`src/rtl/speed_select_debounce_pkg.sv`:
```
// Shared definitions for the speed-select path: FSM state encoding and the
// speed codes understood by the rate divider.
package lab_pkg;

    typedef enum logic {
        ST_STABLE = 1'b0,
        ST_COUNT  = 1'b1
    } state_e;

    typedef enum logic [1:0] {
        SPD_FULL    = 2'b00,
        SPD_1HZ     = 2'b01,
        SPD_HALF    = 2'b10,
        SPD_QUARTER = 2'b11
    } speed_e;

    localparam int unsigned DEBOUNCE_MIN = 2;
    localparam int unsigned DEBOUNCE_MAX = 65535;

endpackage

```
`src/rtl/speed_select_debounce_if.sv`:
```
// Switch-side bundle: raw switch code in, debounced code, change pulse and
// busy flag out.
interface speed_select_debounce_if;

    logic [1:0] SwIn;
    logic [1:0] Speed;
    logic       SpeedChange;
    logic       Busy;

    modport master (
        output SwIn,
        input  Speed,
        input  SpeedChange,
        input  Busy
    );

    modport slave (
        input  SwIn,
        output Speed,
        output SpeedChange,
        output Busy
    );

endinterface

```
`src/rtl/speed_select_debounce_sync2.sv`:
```
// Parameterised-width two-flop synchroniser with asynchronous active-low reset;
// also reused for the KEY inputs.
module sync2 #(
    parameter int unsigned WIDTH = 2
) (
    input  logic             clk,
    input  logic             rst_n,
    input  logic [WIDTH-1:0] d,
    output logic [WIDTH-1:0] q
);

    logic [WIDTH-1:0] sync1_q;
    logic [WIDTH-1:0] sync2_q;

    always_ff @(posedge clk or negedge rst_n) begin
        if (!rst_n) begin
            sync1_q <= '0;
            sync2_q <= '0;
        end else begin
            sync1_q <= d;
            sync2_q <= sync1_q;
        end
    end

    assign q = sync2_q;

endmodule

```
`src/rtl/speed_select_debounce.sv`:
```
// Synchronises and debounces the 2-bit speed switches; commits a new code only
// after it has held for DEBOUNCE_CYCLES synchronised cycles.
module speed_select_debounce
    import lab_pkg::*;
#(
    parameter int unsigned DEBOUNCE_CYCLES = 16
) (
    input  logic                    ClockIn,
    input  logic                    Reset,
    speed_select_debounce_if.slave  sw
);

    localparam int unsigned   CW       = $clog2(DEBOUNCE_CYCLES);
    localparam logic [CW-1:0] CNT_LAST = CW'(DEBOUNCE_CYCLES - 1);

    logic [1:0]    sw_sync;

    state_e        state_q,  state_d;
    logic [1:0]    speed_q,  speed_d;
    logic [1:0]    cand_q,   cand_d;
    logic [CW-1:0] count_q,  count_d;
    logic          change_q, change_d;

    sync2 #(.WIDTH(2)) u_sync (
        .clk   (ClockIn),
        .rst_n (Reset),
        .d     (sw.SwIn),
        .q     (sw_sync)
    );

    always_ff @(posedge ClockIn or negedge Reset) begin
        if (!Reset) begin
            state_q  <= ST_STABLE;
            speed_q  <= SPD_FULL;
            cand_q   <= '0;
            count_q  <= '0;
            change_q <= 1'b0;
        end else begin
            state_q  <= state_d;
            speed_q  <= speed_d;
            cand_q   <= cand_d;
            count_q  <= count_d;
            change_q <= change_d;
        end
    end

    // COUNT branches are priority-ordered: bounce-back beats a new candidate,
    // which beats the commit check.
    always_comb begin
        state_d  = state_q;
        speed_d  = speed_q;
        cand_d   = cand_q;
        count_d  = count_q;
        change_d = 1'b0;
        unique case (state_q)
            ST_STABLE: begin
                if (sw_sync != speed_q) begin
                    cand_d  = sw_sync;
                    count_d = '0;
                    state_d = ST_COUNT;
                end
            end
            ST_COUNT: begin
                if (sw_sync == speed_q) begin
                    state_d = ST_STABLE;
                end else if (sw_sync != cand_q) begin
                    cand_d  = sw_sync;
                    count_d = '0;
                end else if (count_q == CNT_LAST) begin
                    speed_d  = cand_q;
                    change_d = 1'b1;
                    state_d  = ST_STABLE;
                end else begin
                    count_d = count_q + 1'b1;
                end
            end
            default: state_d = ST_STABLE;
        endcase
    end

    assign sw.Speed       = speed_q;
    assign sw.SpeedChange = change_q;
    assign sw.Busy        = (state_q == ST_COUNT);

endmodule

```
`src/flat_wrapper.sv`:
```
// flat-port wrapper written by rule: the top's interface ports become plain ports
module speed_select_debounce_flat import lab_pkg::*;
#(
    parameter int unsigned DEBOUNCE_CYCLES = 16
)
  (ClockIn, Reset, sw_SwIn, sw_Speed, sw_SpeedChange, sw_Busy);
  speed_select_debounce_if sw_i ();
  input  logic ClockIn;
  input  logic Reset;
  input wire logic [$bits(sw_i.SwIn)-1:0] sw_SwIn;
  output wire logic [$bits(sw_i.Speed)-1:0] sw_Speed;
  output wire logic [$bits(sw_i.SpeedChange)-1:0] sw_SpeedChange;
  output wire logic [$bits(sw_i.Busy)-1:0] sw_Busy;
  assign sw_i.SwIn = sw_SwIn;
  assign sw_Speed = sw_i.Speed;
  assign sw_SpeedChange = sw_i.SpeedChange;
  assign sw_Busy = sw_i.Busy;
  speed_select_debounce #(.DEBOUNCE_CYCLES(DEBOUNCE_CYCLES)) u_core (.ClockIn(ClockIn), .Reset(Reset), .sw(sw_i));
endmodule
```
`config.mk`:
```
export PLATFORM = sky130hd
export DESIGN_NAME = speed_select_debounce_flat
export DESIGN_NICKNAME = d
export VERILOG_FILES = /design/src/rtl/speed_select_debounce_pkg.sv /design/src/rtl/speed_select_debounce_if.sv /design/src/rtl/speed_select_debounce_sync2.sv /design/src/rtl/speed_select_debounce.sv /design/src/flat_wrapper.sv
export SDC_FILE = /design/constraint.sdc
export NUM_CORES = 1
export LEC_CHECK = 0
export CAP_MARGIN = 20
export CORE_AREA = 2 2 39 41
export CTS_CLUSTER_DIAMETER = 120
export DETAILED_ROUTE_END_ITERATION = 16
export DIE_AREA = 0 0 41 43
export HOLD_SLACK_MARGIN = 0.08
export PLACE_DENSITY_LB_ADDON = 0.25
export SYNTH_ARGS = -nofsm -noshare
export SYNTH_HDL_FRONTEND = slang
export SYNTH_SLANG_ARGS = --single-unit
export TNS_END_PERCENT = 10
```
`constraint.sdc`:
```
create_clock -name ClockIn -period 1.7 [get_ports ClockIn]
set_input_delay 0.34 -clock ClockIn [delete_from_list [all_inputs] [get_ports ClockIn]]
set_output_delay 0.34 -clock ClockIn [all_outputs]
set_load 0.01 [all_outputs]
```
Word-level counts from Yosys, hierarchy flattened
Index checks and enable logic that the tools add are counted.
Widths: inputs -> output; s select.
{ "totals": {"ff_bits": 14, "in_bits": 4, "output_inout_bits": 4} }
{ "op_classes": {"addsub": 1, "eq_ne": 8, "mux": 18, "n_bitwise": 3, "reduce_logical": 3} }
{ "ops": {"columns": ["operator", "count"], "rows": [
  ["$mux 4", 4],
  ["$mux 1", 8],
  ["$pmux 4 s2", 1],
  ["$mux 2", 3],
  ["$reduce_and 3->1", 2],
  ["$add 4x1->4 const B", 1],
  ["$eq 4x4->1 const B", 1],
  ["$ne 2x2->1", 2],
  ["$ne 2x2->1 const B", 2],
  ["$pmux 2 s2", 1],
  ["$reduce_and 4->1", 1],
  ["$ne 3x3->1 const B", 1],
  ["$not 1->1", 3],
  ["$eq 2x2->1", 1],
  ["$ne 2x1->1 const B", 1],
  ["$pmux 1 s2", 1]
]} }

Longest topological paths before layout
Gate-level depths: netlist of run 1.
{ "logic_depth": {"depth_word": 5, "ltp_mapped": 5} }

By module
Synthesis of run 1 repeated with hierarchy kept, for this count alone.
{ "hier_totals": {"hier_cells": 43, "area_unflattened_um2": 568.0} }
{ "modules_own_cells": {"columns": ["module", "n_inst", "cells_each", "area_per_inst_um2"], "rows": [
  ["speed_select_debounce", 1, 39, 467.9],
  ["sync2", 1, 4, 100.1]
]} }

Worst setup path after synthesis of run 1
Ideal clock, no wire load.
{ "synth_timing": {"kind": "register -> register", "start": "reg u_core.speed_q[0], in the netlist u_core.sw.Speed[0]", "end": "reg u_core.speed_q[0], in the netlist u_core.sw.Speed[0]", "setup_time_ns": 0.125, "arrival_time_ns": 1.258, "t_required_ns": 1.575, "slack_ns": 0.317, "stages_incl_launch_ff": 5, "path_buffers": 0, "cell_sequence": "dfrtp_1 > xnor2_1 > nand2_1 > and3_4 > mux2_4"} }
{ "synth_between": {"elab_chain_len": 3} }
{ "synth_lines": {"columns": ["item", "line_no", "text"], "rows": [
  ["from (decl)", "speed_select_debounce.sv:19", "logic [1:0] speed_q, speed_d;"],
  ["from (signal assigned)", "speed_select_debounce.sv:40", "speed_q <= speed_d;"],
  ["$eq 2x2->1", "speed_select_debounce.sv:64", "if (sw_sync == speed_q) begin"],
  ["$not 1->1 (no line)", null, null],
  ["$reduce_and 4->1 (no line)", null, null]
]} }
Every way passes these cells.
A chain may end at the register's enable or synchronous reset.

Worst setup path in the final report of run 1
{ "layout_timing": {"start": "reg u_core.speed_q[0], in the netlist u_core.sw.Speed[0]", "end": "out sw_Speed[0]"} }
{ "layout_rtl": {"columns": ["item", "line_no", "text"], "rows": [
  ["to (decl)", "flat_wrapper.sv:11", "output wire logic [$bits(sw_i.Speed)-1:0] sw_Speed;"]
]} }
No word-level cell between the ends.

==> impl_metrics.tcl, run 1 <==
set metrics [dict create \
    critical_path_class "register to output port" \
    antenna_found_initial 0 \
    yosys-top-cells-area "dfrtp_1 (61%), xnor2_1 (6.1%), mux2_4 (5.3%)" \
    rr_startpoint "u_core.count_q[0]" \
    synth_seq_cells 14 \
    crit_buf_inv 1 \
    ant_nets 0 \
    fillers 133 \
    clk_path_buf_depth 2 \
    path_cells "clkdlybuf4s50_1" \
    maxSlewHeadroom_pct 84.9 \
    finalMaxSlewViolations 0 \
    synthAdderAreaFrac_pct 2.19 \
    critPathTopFamily "buffers and inverters" \
    synth-simple-area-share_pct 9.65 \
    cts_tree "built" \
    start_util_pct 41.2 \
    cpMaxStageDelayCell "clkdlybuf4s50_1" \
    syn-instance-count 44 \
    leakagePower_nw 0.312 \
    grt_overflow 0 \
    cts_root_buffer "clkbuf_4" \
    routed_wl_microns 809 \
    maxCapViolCount 0 \
    cts.sinks 14 \
    rows 14 \
    worst_setup_path_end_kind "output port" \
    die_h_microns 43 \
    multiInputGateArea_sq_um 209 \
    grt_pass1_wl_microns 1350 \
    setup_ws_ps 144 \
    drtIter0Drc 4 \
    wl_per_cell_microns 11.1 \
    vdd_ir_drop_max_mv 0.535 \
    holdWs_ps 354 \
    fin_tns_setup_ps 0 \
    synth_nets 49 \
    arrival_ps 1220 \
    synth_seq_area_share_pct 61.4 \
    grt_max_degree 15 \
    synth_top_family_by_area "multiplexers" \
    synth_cell_types 16 \
    synth_xor_area_share_pct 6.14 \
    pwr-share-seq_pct 55.2 \
    finalPower_uw 650 \
    synth_mux_area_share_pct 11.0 \
    drc 0 \
    finalHoldViolations 0 \
    fmax_ghz 0.643 \
    boundaryPins 8 \
    power.density_nw_per_um2 913 \
    status "completed" \
    final_cell_area_sq_um 712 \
    placed_cell_area_sq_um 676 \
    path_max_fanout 3 \
    worst_slew_pin_slew_ps 227 \
    min_to "u_core.u_sync.q[1]" \
    p_sw_uw 141 \
    htree_levels 1 \
    reg2reg_depth 5 \
    postCtsSetupBuffers 0 \
    finalNonFillerCells 73 \
    hp-class "register to register" \
    worstHoldPathCells 0 \
    synth_top_area_share_pct 61.4 \
    core-area_sq_um 1380 \
    io_buffers 7 \
    synth_area_leader_cell "dfrtp_1" \
    viasPerCell 4.90 \
    nets 63 \
    finalCritPeriodShare_pct 91.5 \
    min_period_ps 1560 \
    slowest_delay_ps 550 \
    yosysWarnings 0 \
    clock_skew_ps 2.50 \
    fp.dieW_microns 41 \
    track_usage_pct 11.7 \
    syn_area_sq_um 571 \
    syn_to_final_growth_pct 24.8 \
    switching_share_pct 21.6 \
    final_util_pct 51.4 \
    grt_pass1_vias 348 \
    critPathLaunchType "register" \
    ff2ff_setup_slack_ps 270 \
    cts_made_buffers 3 \
    drive_above_1_share_pct 21.1 \
    gp_congestion 0.669 \
    holdCritStartpoint "u_core.u_sync.sync1_q[1]" \
    r2r_end "u_core.sw.Speed[1]" \
    dp_cells 69 \
    drtPass1Iterations 2 \
    ctsHoldBuffers 0 \
    cts_resized 0 \
    regArea_sq_um 350 \
    n_antenna_cell 0 \
    setup_violations 0 \
    num_vias 358 \
    p_int_uw 510 \
    syn_avg_cell_area_sq_um 13.0 \
    synth-compound-area-share_pct 7.68 \
    dieArea_sq_um 1760 \
    power_frac_clock_pct 36.0 \
    required_ps 1360 \
    insertion_delay_ps 270 \
    pre_cts_ws_ps 298 \
    power_frac_comb_pct 8.8 \
    path_clk_slew_ps 80 \
    rsz0062_at_grt "no" \
]
Yosys cell counts:
cell / n
a21boi_1: 1
a21oi_1: 4
and3_4: 2
dfrtp_1: 14
ha_1: 1
inv_1: 3
mux2_2: 2
mux2_4: 2
mux2i_1: 1
nand2_1: 2
nand2b_1: 1
nand3_1: 3
nor2_1: 1
o21ai_0: 2
o22ai_1: 1
xnor2_1: 4
worst max path at each step:
stage | startpoint | endpoint | depth (start not counted)
after floorplan | u_core.sw.Speed[0] | u_core.sw.Speed[0] | 4
after global placement | u_core.u_sync.q[0] | u_core.sw.Speed[0] | 4
after detailed placement | u_core.count_q[0] | u_core.sw.Speed[0] | 5
after CTS | u_core.sw.Speed[0] | sw_Speed[0] | 1
after global routing | u_core.sw.Speed[0] | sw_Speed[0] | 1
final | u_core.sw.Speed[0] | sw_Speed[0] | 1
layout make-up:
class / instances / area share, %
Tap cell: 16 / 2.81
Sequential cell: 14 / 49.2
Multi-Input combinational cell: 27 / 29.3
Inverter: 3 / 1.58
Timing Repair Buffer: 9 / 12.0
Clock buffer: 4 / 5.10
state kept, by name, summed over array words and instances (netlist names):
register and flops:
u_core.cand_q 2, u_core.sw.Speed 2, u_core.u_sync.q 2, u_core.sw.Busy 1, u_core.count_q 4, u_core.u_sync.sync1_q 2, u_core.sw.SpeedChange 1
routing by layer:
layer,GRT usage (%),up-vias,routed length [microns]
met5,0,-,0
met4,6.00,0,0
met3,4.71,0,37
met2,16.6,7,398
met1,14.8,176,374
li1,-,175,-
power by group through the flow:
stage          Clock, mW  Sequential (mW)  Combinational, mW
3_3_place_gp           0            0.365             0.0584
4_1_cts            0.242            0.359             0.0591
5_1_grt            0.266            0.361             0.0649
6_report           0.234            0.359             0.0574
3_5_place_dp           0            0.366             0.0589
2_1_floorplan          0            0.364             0.0336
cells by family after synthesis:
kind of cell    Yosys count
flops                    14
simple gates              9
compound gates            8
mux                       5
xor+xnor                  4
buf+inv                   3
fa+ha+maj                 1
cells in the final DEF (no fill, tap or decap):
cell type	instances
mux2_4	2
clkbuf_8	1
ha_1	1
clkbuf_4	3
o22ai_1	1
mux2i_1	1
nand2_1	2
mux2_2	2
nor2_1	1
clkdlybuf4s50_1	7
inv_1	3
nand3_1	3
nand2b_1	1
a21oi_1	4
xnor2_1	4
a21boi_1	1
o21ai_0	2
and3_4	2
dfrtp_1	14
buf_4	2
Power figures use the tool's default switching activity.
==> inputs of run 2 (changes only) <==
Settings changed: CTS_BUF_LIST set to sky130_fd_sc_hd__clkbuf_8.
==> impl_metrics.tcl, run 2 (synthesis gave the netlist of run 1 again) <==
set metrics [dict create \
    status "completed" \
    n_antenna_cell 0 \
    drc 0 \
    critPathLaunchType "register" \
    routed_wl_microns 841 \
    grt_max_degree 15 \
    min_period_ps 1520 \
    fin_tns_setup_ps 0 \
    worstHoldPathCells 0 \
    boundaryPins 8 \
    final_cell_area_sq_um 731 \
    antenna_found_initial 0 \
    finalNonFillerCells 73 \
    track_usage_pct 12.2 \
    setup_violations 0 \
    fmax_ghz 0.658 \
    placed_cell_area_sq_um 676 \
    reg2reg_depth 5 \
    dieArea_sq_um 1760 \
    num_vias 362 \
    dp_cells 69 \
    fp.dieW_microns 41 \
    leakagePower_nw 0.320 \
    path_cells "clkdlybuf4s50_1" \
    regArea_sq_um 350 \
    min_to "u_core.u_sync.q[1]" \
    mostFrequentLayoutCells "dfrtp_1 (14), clkdlybuf4s50_1 (7), xnor2_1 (4), a21oi_1 (4), clkbuf_8 (4)" \
    grt_pass1_wl_microns 1370 \
    drtIter0Drc 5 \
    postCtsSetupBuffers 0 \
    crit_buf_inv 1 \
    worst_slew_pin_slew_ps 231 \
    drive_above_1_share_pct 21.1 \
    final_common_cell "dfrtp_1" \
    maxCapViolCount 0 \
    required_ps 1360 \
    ff2ff_setup_slack_ps 280 \
    drtPass1Iterations 3 \
    holdCritStartpoint "u_core.u_sync.sync1_q[1]" \
    core-area_sq_um 1380 \
    fillers 137 \
    clock_skew_ps 1.68 \
    largest-register "u_core.count_q" \
    clk_path_buf_depth 2 \
    rows 14 \
    io_buffers 7 \
    grt_overflow 0 \
    vdd_ir_drop_max_mv 0.518 \
    maxSlewHeadroom_pct 84.6 \
    cts_tree "built" \
    syn_to_final_growth_pct 28.1 \
    arrival_ps 1180 \
    cts_root_buffer "clkbuf_8" \
    finalHoldViolations 0 \
    critical_path_class "register to output port" \
    r2r_end "u_core.sw.Speed[1]" \
    finalPower_uw 739 \
    rsz0062_at_grt "no" \
    htree_levels 1 \
    power.density_nw_per_um2 1010 \
    slowest_delay_ps 550 \
    finalMaxSlewViolations 0 \
    critPathTopFamily "buffers and inverters" \
    rr_startpoint "u_core.count_q[0]" \
    cts_resized 0 \
    viasPerCell 4.96 \
    ant_nets 0 \
    path_max_fanout 3 \
    hp-class "register to register" \
    nets 63 \
    path_clk_slew_ps 60 \
    wl_per_cell_microns 11.5 \
    die_h_microns 43 \
    cpMaxStageDelayCell "clkdlybuf4s50_1" \
    gp_congestion 0.669 \
    finalCritPeriodShare_pct 89.4 \
    grt_pass1_vias 357 \
    insertion_delay_ps 240 \
    start_util_pct 41.2 \
    ctsHoldBuffers 0 \
    cts.sinks 14 \
    cts_made_buffers 3 \
    multiInputGateArea_sq_um 209 \
    worst_setup_path_end_kind "output port" \
    largest_register_ff_count 4 \
]
[run 2: per-layer routing]
layer | wire length, microns | global-route usage, % | share of wire, % | vias up
met5 | 0 | 0 | 0 | -
met4 | 27 | 10.0 | 3.2 | 0
met3 | 40 | 4.71 | 4.8 | 4
met2 | 399 | 17.5 | 47 | 9
met1 | 373 | 13.4 | 44 | 175
li1 | - | - | - | 174
[run 2: final cells by class]
cell class | instances | share of cell area (%)
Sequential cell | 14 | 47.9
Multi-Input combinational cell | 27 | 28.6
Timing Repair Buffer | 9 | 11.6
Clock buffer | 4 | 7.53
Tap cell | 16 | 2.74
Inverter | 3 | 1.54
[run 2: worst max path at each step]
| stage | depth (start not counted) | slack, ps | end | from |
|---|---|---|---|---|
| after floorplan | 4 | 320 | u_core.sw.Speed[0] | u_core.sw.Speed[0] |
| after global placement | 4 | 300 | u_core.sw.Speed[0] | u_core.u_sync.q[0] |
| after detailed placement | 5 | 300 | u_core.sw.Speed[0] | u_core.count_q[0] |
| after CTS | 1 | 160 | sw_Speed[0] | u_core.sw.Speed[0] |
| after global routing | 1 | 110 | sw_Speed[0] | u_core.sw.Speed[0] |
| final | 1 | 180 | sw_Speed[0] | u_core.sw.Speed[0] |
[run 2: metrics by stage]
step / hold WS [ps] / setup slack, ps / utilization, %
3_5_place_dp: 337 / 298 / 48.8
2_1_floorplan: 44.4 / 317 / -
6_report: 348 / 180 / 52.8
4_1_cts: 351 / 160 / 52.8
5_1_grt: 357 / 113 / 52.8
3_3_place_gp: 335 / 304 / 48.8
[run 2: report_power, final]
group | total, mW | internal [mW] | switching [mW] | leakage (nW)
registers | 0.360 | 0.348 | 0.0116 | 0.177
logic | 0.0574 | 0.0322 | 0.0252 | 0.114
clock network | 0.321 | 0.205 | 0.116 | 0.0288
total | 0.739 | 0.585 | 0.153 | 0.320
